--- src/rtl/gfx_pkg.sv ---
// Shared graphics-pipeline types: pixel record and pixel FIFO issue states.
package gfx_pkg;

  localparam int unsigned GFX_POINT_W = 16;

  typedef enum logic [1:0] {
    IDLE,
    ISSUE,
    WAIT_ACK
  } pixel_fifo_state_e;

  typedef struct packed {
    logic [GFX_POINT_W-1:0] x;
    logic [GFX_POINT_W-1:0] y;
    logic [GFX_POINT_W-1:0] z;
    logic [31:0]            color;
  } gfx_pixel_t;

endpackage

--- src/rtl/gfx_sync_fifo.sv ---
// Generic synchronous FIFO with AW+1-bit wrap-tagged pointers and flush.
module gfx_sync_fifo #(
  parameter int unsigned WIDTH = 8,
  parameter int unsigned DEPTH = 16,
  parameter int unsigned AW    = $clog2(DEPTH)
) (
  input  logic             clk,
  input  logic             rst_n,
  input  logic             push,
  input  logic             pop,
  input  logic             flush,
  input  logic [WIDTH-1:0] wdata,
  output logic [WIDTH-1:0] rdata,
  output logic             full,
  output logic             empty,
  output logic [AW:0]      count
);

  logic [WIDTH-1:0] mem [DEPTH];
  logic [AW:0]      wptr;
  logic [AW:0]      rptr;
  logic             do_push;
  logic             do_pop;

  assign full    = (wptr[AW] != rptr[AW]) && (wptr[AW-1:0] == rptr[AW-1:0]);
  assign empty   = (wptr == rptr);
  assign count   = wptr - rptr;
  assign rdata   = mem[rptr[AW-1:0]];
  assign do_push = push & ~full & ~flush;
  assign do_pop  = pop & ~empty & ~flush;

  // Pointer update; flush returns both pointers to zero and overrides push/pop.
  always_ff @(posedge clk or negedge rst_n) begin
    if (!rst_n) begin
      wptr <= '0;
      rptr <= '0;
    end else if (flush) begin
      wptr <= '0;
      rptr <= '0;
    end else begin
      if (do_push) wptr <= wptr + 1'b1;
      if (do_pop)  rptr <= rptr + 1'b1;
    end
  end

  // Storage write; contents need no reset since the pointers gate visibility.
  always_ff @(posedge clk) begin
    if (do_push) mem[wptr[AW-1:0]] <= wdata;
  end

endmodule

--- src/rtl/gfx_pixel_fifo.sv ---
// Pixel buffer between rasterizer and renderer: optional bounds clip at push,
// then one pixel at a time is issued with a single-cycle write pulse and held
// until the renderer acknowledges it.
module gfx_pixel_fifo
  import gfx_pkg::*;
#(
  parameter int unsigned point_width = 16,
  parameter int unsigned DEPTH       = 16,
  parameter int unsigned AW          = $clog2(DEPTH)
) (
  input  logic                   clk_i,
  input  logic                   rst_i,
  input  logic [point_width-1:0] target_size_x_i,
  input  logic [point_width-1:0] target_size_y_i,
  input  logic                   clip_enable_i,
  input  logic                   flush_i,
  input  logic                   push_i,
  output logic                   ready_o,
  input  logic [point_width-1:0] pixel_x_i,
  input  logic [point_width-1:0] pixel_y_i,
  input  logic [point_width-1:0] pixel_z_i,
  input  logic [31:0]            color_i,
  output logic [point_width-1:0] pixel_x_o,
  output logic [point_width-1:0] pixel_y_o,
  output logic [point_width-1:0] pixel_z_o,
  output logic [31:0]            color_o,
  output logic                   write_o,
  input  logic                   ack_i,
  output logic [AW:0]            count_o,
  output logic                   busy_o,
  output logic [15:0]            drop_count_o
);

  localparam int unsigned PW = 3 * point_width + 32;

  pixel_fifo_state_e state;
  logic              full;
  logic              empty;
  logic              accept;
  logic              clipped;
  logic              store;
  logic              pop;
  logic [PW-1:0]     wdata;
  logic [PW-1:0]     rdata;

  assign ready_o = ~full;
  assign accept  = push_i & ~full & ~flush_i;
  assign clipped = clip_enable_i &
                   ((pixel_x_i >= target_size_x_i) | (pixel_y_i >= target_size_y_i));
  assign store   = accept & ~clipped;
  assign pop     = (state == IDLE) & ~empty & ~flush_i;
  assign wdata   = {pixel_x_i, pixel_y_i, pixel_z_i, color_i};
  assign busy_o  = ~empty | (state != IDLE);

  gfx_sync_fifo #(
    .WIDTH (PW),
    .DEPTH (DEPTH),
    .AW    (AW)
  ) u_fifo (
    .clk   (clk_i),
    .rst_n (rst_i),
    .push  (store),
    .pop   (pop),
    .flush (flush_i),
    .wdata (wdata),
    .rdata (rdata),
    .full  (full),
    .empty (empty),
    .count (count_o)
  );

  // Saturating count of accepted-but-clipped pixels.
  always_ff @(posedge clk_i or negedge rst_i) begin
    if (!rst_i) begin
      drop_count_o <= '0;
    end else if (accept && clipped && (drop_count_o != '1)) begin
      drop_count_o <= drop_count_o + 16'd1;
    end
  end

  // Issue FSM: pop into output registers, pulse write once, wait for ack.
  always_ff @(posedge clk_i or negedge rst_i) begin
    if (!rst_i) begin
      state     <= IDLE;
      write_o   <= 1'b0;
      pixel_x_o <= '0;
      pixel_y_o <= '0;
      pixel_z_o <= '0;
      color_o   <= '0;
    end else begin
      case (state)
        IDLE: begin
          if (pop) begin
            {pixel_x_o, pixel_y_o, pixel_z_o, color_o} <= rdata;
            write_o <= 1'b1;
            state   <= ISSUE;
          end
        end
        ISSUE: begin
          write_o <= 1'b0;
          state   <= WAIT_ACK;
        end
        WAIT_ACK: begin
          if (ack_i) state <= IDLE;
        end
        default: begin
          write_o <= 1'b0;
          state   <= IDLE;
        end
      endcase
    end
  end

endmodule

--- config.mk ---
export PLATFORM = sky130hd
export DESIGN_NAME = gfx_pixel_fifo
export DESIGN_NICKNAME = d
export VERILOG_FILES = /design/src/rtl/gfx_pkg.sv /design/src/rtl/gfx_sync_fifo.sv /design/src/rtl/gfx_pixel_fifo.sv
export SDC_FILE = /design/constraint.sdc
export NUM_CORES = 1
export LEC_CHECK = 0
export ABC_CLOCK_PERIOD_IN_PS = 14690
export BUFFER_PORTS_ARGS = -buffer_cell sky130_fd_sc_hd__buf_2
export CAP_MARGIN = 20
export CORE_MARGIN = 1.5
export CORE_UTILIZATION = 55
export DETAILED_ROUTE_END_ITERATION = 7
export HOLD_SLACK_MARGIN = 0.1
export PLACE_DENSITY = 0.75
export SLEW_MARGIN = 30
export SYNTH_ARGS = -nofsm -noshare
export SYNTH_HDL_FRONTEND = slang
export SYNTH_HIERARCHICAL = 1
export SYNTH_SLANG_ARGS = --single-unit
--- constraint.sdc ---
create_clock -name clk_i -period 14.69 [get_ports clk_i]
set_input_delay 0.7345 -clock clk_i [delete_from_list [all_inputs] [get_ports clk_i]]
set_output_delay 0.7345 -clock clk_i [all_outputs]
set_load 0.05 [all_outputs]
==> run summary, run 1 <==
Post-DP HPWL - 65,310 µm
CTS Hold Bufs - 1
DRT Pass-1 Iters - 5
Clock Tree Buf Depth - 3
Worst Path Arrival - 6.04 ns
Clock root buffer - clkbuf_16
Share of cells above drive strength 1 - 31.84%
Maximum vdd ir drop - 172.7 µV
Sequential share of the synthesized area - 77.19%
Pre-CTS WS - 7.984 ns
Post-Place Cells - 3,851
Area growth syn-to-layout - 13.65%
Reg2reg start - u_fifo/rptr[0]$_DFFE_PN0P_
Post-synthesis xor/xnor area fraction - 0.4434%
PD cells - 146.2 nW/µm²
H-tree levels - 4
Min cycle time layout - 5.689 ns
Total GRT Usage - 24.93%
Slew of the pin with the lowest slew margin - 1.003 ns
Synth Register Bits - 1,389
Hold_sp - ack_i
DR iter-0 viols - 3,096
IO Pins - 222
Main combinational cell family by area after synthesis - multiplexers
Slew Limit Headroom - 33.14%
DRT antenna net count - 0
Crit path kind - primary input to flip-flop
PortBufs - 221
TritonCTS Buffers - 138
DRC violations left - 0
Routed WL per cell - 29.22 µm
Clk_lat worst skew - 0.75 ns
Filler cells - 6,383
F_max - 175.8 MHz
Die H - 314.4 µm
Hold slack - 0.2802 ns
WP data required - 15.04 ns
MaxCap Viol Count - 0
CP endpoint kind - flip-flop
Drt via density - 6.328
NumNets Final - 2,878
Cell variety after synth - 53
Placed Area - 56,060 µm²
Clk_skew - 0.02509 ns
Most frequent cells in the layout - 1,280 x edfxtp_1, 320 x mux4_2, 220 x buf_2
Post-synth EDFFs - 1,280
Outcome - finished, final reports clean
Static Leak - 19.70 nW
Fraction of registers with async set/reset - 7.847%
Most common cell after layout, fill and taps aside - edfxtp_1
Design area - 60,610 µm²
Post-CTS Setup Bufs - 0
RSZ-0062 raised after global routing - no
Syn Nets - 2,583
Worst setup startpoint - pixel_y_i[0]
# clock sinks - 1,389
Die area - 98,840 µm²
Final WS setup - 9.001 ns
Final setup TNS - 0 ns
Simple-gate share of the synthesized area - 1.753%
Initial antenna violation count - 10
Pin count of the biggest net entering global routing - 83
CORE AREA - 96,420 µm²
Worst-case reg-to-reg path depth - 11
GRT overflow - 0
Final GP Congestion - 0.8008
HP Class - primary input to flip-flop
Mapped Area - 53,330 µm²
Final Max Slew Viols - 0
First-pass GRT wire length - 179,400 µm
Via Count - 26,010
Clk slew on worst S/H paths - 0.06 ns
Total Wirelength - 120,100 µm
Post-synthesis adder-cell area fraction - 1.023%
Hold depth - 4
Total power - 8.861 mW
Starting Density - 55.31%
Core Util, Final - 62.86%
Chip width - 314.4 µm
Startpoint types - primary input
Top_reg_cell synth - edfxtp_1
Total number of yosys warnings - 6
Final hold violations - 0
Post-Synthesis Cells - 2,422
Avg Inst Size Synth - 22.02 µm²
Complex-gate fraction of the synthesized area - 2.759%
CTS tree - built
Number of global-route vias before repair - 27,330
Crit Path Max Fanout - 58
Multiplexer share of the synthesized area - 15.24%
Post-CTS Resized - 0
Fin crit share - 38.72%
Final setup fails - 0
Row Count - 114
Non-filler cells, final - 4,110
==> Yosys cell counts, types with 2 or more instances <==
cell type | instances | area [µm²]
nand2_1 | 102 | 382.9
xnor2_1 | 6 | 52.55
clkbuf_1 | 51 | 191.4
edfxtp_1 | 1280 | 38440
dfrtp_1 | 109 | 2728
o21ai_0 | 8 | 40.04
o21a_1 | 2 | 15.01
a21oi_1 | 15 | 75.07
a21o_1 | 3 | 22.52
inv_1 | 46 | 172.7
mux4_2 | 320 | 7207
nor2_1 | 38 | 142.6
nand2b_1 | 2 | 12.51
mux2_2 | 81 | 912.1
nor3_2 | 6 | 60.06
or4_1 | 3 | 22.52
and2_1 | 2 | 12.51
nand4_1 | 11 | 68.82
buf_2 | 32 | 160.2
and3_1 | 4 | 25.02
a22oi_1 | 161 | 1209
nand3b_1 | 2 | 15.01
nand3_1 | 7 | 35.03
buf_4 | 12 | 90.09
xor2_1 | 21 | 183.9
nor4_1 | 5 | 31.28
o211ai_1 | 3 | 22.52
ha_1 | 42 | 525.5
a211oi_1 | 2 | 15.01
buf_1 | 6 | 22.52
buf_6 | 17 | 191.4
o2111ai_1 | 2 | 17.52
==> path summary, 6_finish.rpt <==
kind	slack [ns]	end
min in group asynchronous	0.51	color_o[15]$_DFFE_PN0P_
max	9.00	u_fifo/mem[15][15]$_DFFE_PP_
max in group asynchronous	13.07	u_fifo/rptr[0]$_DFFE_PN0P_
min	0.28	state[1]$_DFFE_PN0P_
min reg2reg	0.49	write_o$_DFFE_PN0P_
max reg2reg	9.61	u_fifo/mem[15][15]$_DFFE_PP_
==> per-layer routing <==
metal | GRT usage (%) | up-vias | part of all wire, %
met5 | 0 | - | 0.032
met4 | 7.146 | 6 | 2.1
met3 | 5.606 | 193 | 8.5
met2 | 41.06 | 1252 | 51
met1 | 33.86 | 13830 | 38
li1 | - | 10730 | -
==> worst max-delay path, stage by stage <==
cell and delay, ns:
buf_2 0.26, inv_1 0.17, ha_1 0.29, nand2b_1 0.14, a2111o_1 0.43, a32oi_1 0.55, and4_4 0.58, and2b_2 0.26
nor2_1 0.26, nor2b_1 0.34, nand2_1 0.33, nor2_4 0.83, buf_6 0.75
==> sequential cells by signal, summed over array words and instances, names as in the netlist, 2 cells and up <==
register and cells:
u_fifo/wptr 5, pixel_z_o 16, pixel_x_o 16, u_fifo/mem 1280, drop_count_o 16, pixel_y_o 16, color_o 32, state 2
u_fifo/rptr 5
==> logic make-up after synthesis <==
group / after synthesis
flops: 1389
mux: 402
compound gates: 202
simple gates: 194
buf+inv: 165
fa+ha+maj: 43
xor+xnor: 27
==> final cells by class <==
type / count / area [µm²] / share of cell area (%)
Clock inverter: 60 / 659.4 / 1.088
Sequential cell: 1389 / 41170 / 67.93
Inverter: 46 / 172.7 / 0.2849
Timing Repair Buffer: 274 / 1707 / 2.816
Antenna cell: 4 / 10.01 / 0.01651
Clock buffer: 193 / 3825 / 6.311
Multi-Input combinational cell: 868 / 11470 / 18.92
Tap cell: 1276 / 1597 / 2.634
==> power by group <==
group	internal, mW	switching (mW)
clock	2.01	1.45
combinational	0.232	0.648
sequential	4.45	0.0701
Note: power is estimated with default switching activity, not from simulation.
==> run 2, diff against run 1 <==
- ABC_CLOCK_PERIOD_IN_PS: 14690 -> 4820
- PLACE_DENSITY: 0.75 -> 0.78
- clock period: 14.69 -> 4.82 ns (I/O delays scaled with it)
==> run 2 against run 1 <==
  * Non-clock buffer count grew 95
  * Final cell count grew 2.0%
  * Sequential power grew to 3.1 times the previous value
  * Critical endpoint is now u_fifo/mem[4][12]$_DFFE_PP_
  * Largest cell class unchanged
  * Flip-flop and latch count is the same
  * Routed wire length grew 5.7%
  * Critical path type unchanged
  * Clock power grew to 2.9 times the previous value
  * Global-route usage grew 1.2 points
  * Largest power group unchanged
  * Design area grew 1.8%
==> run summary, run 2 (synthesized netlist as in run 1, its figures left out) <==
Outcome - finished, final reports clean
HP Class - primary input to asynchronous set/reset pin
Final setup TNS - 0 ns (unchanged)
DRT Pass-1 Iters - 5 (unchanged)
DR iter-0 viols - 3,246 (+4.8%)
Row Count - 114 (unchanged)
Post-Place Cells - 3,863 (+0.31%)
Slew Limit Headroom - 37.24% (+4.1 points)
Most frequent cells in the layout - 1,280 x edfxtp_1, 320 x mux4_2, 220 x buf_2
H-tree levels - 4 (unchanged)
Placed Area - 56,560 µm² (+0.90%)
Min cycle time layout - 4.470 ns
Routed WL per cell - 30.25 µm (+3.5%)
Non-filler cells, final - 4,194 (+2.0%)
Final hold violations - 0 (unchanged)
Starting Density - 55.31% (unchanged)
WP data required - 5.20 ns (-9.84 ns)
CP endpoint kind - flip-flop
IO Pins - 222 (unchanged)
Post-CTS Resized - 0 (unchanged)
Max FFs per register - 1,280 (unchanged)
NumNets Final - 2,969 (+3.2%)
Fin crit share - 92.74%
# clock sinks - 1,389 (unchanged)
Hold slack - 0.1148 ns (-0.1654 ns)
Total GRT Usage - 26.14% (+1.2 points)
DRT antenna net count - 0 (unchanged)
Number of global-route vias before repair - 27,960 (+2.3%)
GRT overflow - 0 (unchanged)
Static Leak - 20.11 nW (+2.0%)
CORE AREA - 96,420 µm² (unchanged)
Crit Path Max Fanout - 52 (-10%)
Clk_lat worst skew - 0.75 ns (about the same)
Slew of the pin with the lowest slew margin - 0.9414 ns (-0.06148 ns)
Maximum vdd ir drop - 437.7 µV (+150%)
CP max stage cell - a2111oi_0
Drt via density - 6.390 (+0.98%)
Share of cells above drive strength 1 - 31.69% (-0.15 points)
Chip width - 314.4 µm (unchanged)
Total Wirelength - 126,900 µm (+5.7%)
Worst path max stage delay - 0.71 ns (-0.12 ns)
Startpoint types - primary input
Final setup fails - 0 (unchanged)
Final GP Congestion - 0.8060 (+0.65%)
Die area - 98,840 µm² (unchanged)
Pin count of the biggest net entering global routing - 109 (+31%)
CTS tree - built
Worst Path Arrival - 4.85 ns (-1.19 ns)
Clk slew on worst S/H paths - 0.06 ns (about the same)
Initial antenna violation count - 8 (-2)
Clock root buffer - clkbuf_16
Via Count - 26,800 (+3.0%)
Clock Tree Buf Depth - 3 (unchanged)
Clk_skew - 0.03008 ns (+0.004985 ns)
First-pass GRT wire length - 187,000 µm (+4.2%)
Most common cell after layout, fill and taps aside - edfxtp_1
CP Cell Sequence - dlygate4sd3_1 > buf_2 > inv_1 > ha_1 > nand2b_1 > a2111oi_0 > o32a_1 > and4_4 > and2b_2 > nor2_1 > nor2b_1 > nand2_1 > nor2_4 > buf_12
Area growth syn-to-layout - 15.65%
F_max - 223.7 MHz
TritonCTS Buffers - 134 (-2.9%)
Crit path kind - primary input to flip-flop
PortBufs - 221 (unchanged)
MaxCap Viol Count - 0 (unchanged)
RSZ-0062 raised after global routing - no
PD cells - 433.9 nW/µm² (+200%)
Final Max Slew Viols - 0 (unchanged)
Design area - 61,670 µm² (+1.8%)
Post-DP HPWL - 68,490 µm (+4.9%)
DRC violations left - 0 (unchanged)
Die H - 314.4 µm (unchanged)
run 2: stage by stage:
step / util, % / power [mW] / setup WS (ns)
after floorplan: - / 15.90 / -0.3405
after CTS: 63.93 / 26.88 / 0.4108
after detailed placement: 58.66 / 16.75 / 0.2948
after global routing: 63.96 / 27.49 / 0.05220
after global placement: 58.57 / 16.68 / 0.3933
final: 63.96 / 26.76 / 0.3498
run 2: final cells by class:
| cell class | instances | area (µm²) |
|---|---|---|
| Sequential cell | 1389 | 41170 |
| Fill cell | 6086 | 34750 |
| Multi-Input combinational cell | 868 | 11470 |
| Clock buffer | 174 | 3636 |
| Timing Repair Buffer | 369 | 3022 |
| Tap cell | 1276 | 1597 |
| Clock inverter | 70 | 601.8 |
| Inverter | 46 | 172.7 |
| Antenna cell | 2 | 5.005 |
run 2: timing repair:
| action | CTS | global route |
|---|---|---|
| endpoints found under the hold margin | 1371 | 0 |
| setup buffers | 0 | 0 |
| hold buffers | 84 | 0 |
run 2: path summary, 6_finish.rpt:
check                                                   from                           end  slack, ns  cells past startpoint
worst max-delay path                            pixel_x_i[0]   u_fifo/mem[4][12]$_DFFE_PP_       0.35                     14
max in group asynchronous                              rst_i     pixel_z_o[11]$_DFFE_PN0P_       3.57                      3
worst min register to register  drop_count_o[10]$_DFFE_PN0P_  drop_count_o[10]$_DFFE_PN0P_       0.50                      1
worst max register to register    u_fifo/rptr[2]$_DFFE_PN0P_   u_fifo/mem[4][12]$_DFFE_PP_       0.72                     13
worst min-delay path                                   rst_i           write_o$_DFFE_PN0P_       0.11                      2
min in group clk_i                                    push_i    u_fifo/wptr[1]$_DFFE_PN0P_       0.29                      6
run 2: critical path: cells and delay by family:
family | cells | cell delay (ns)
compound gates | 2 | 1.02
fa+ha+maj | 1 | 0.28
buf+inv | 4 | 1.27
simple gates | 7 | 1.95
run 2: routing by layer:
layer	track usage, %	vias up	part of all wire, %
met4	9.277	10	3.2
met3	5.178	261	8.9
met1	35.40	14060	37
met2	42.84	1598	51
met5	0	-	0.042
li1	-	10880	-
run 2: power by group:
part           internal, mW  leakage (nW)  switching [mW]  total [mW]
Combinational         0.759          5.17            2.04        2.80
Sequential             13.5          12.9           0.222        13.8
Clock                  5.61          2.09            4.58        10.2
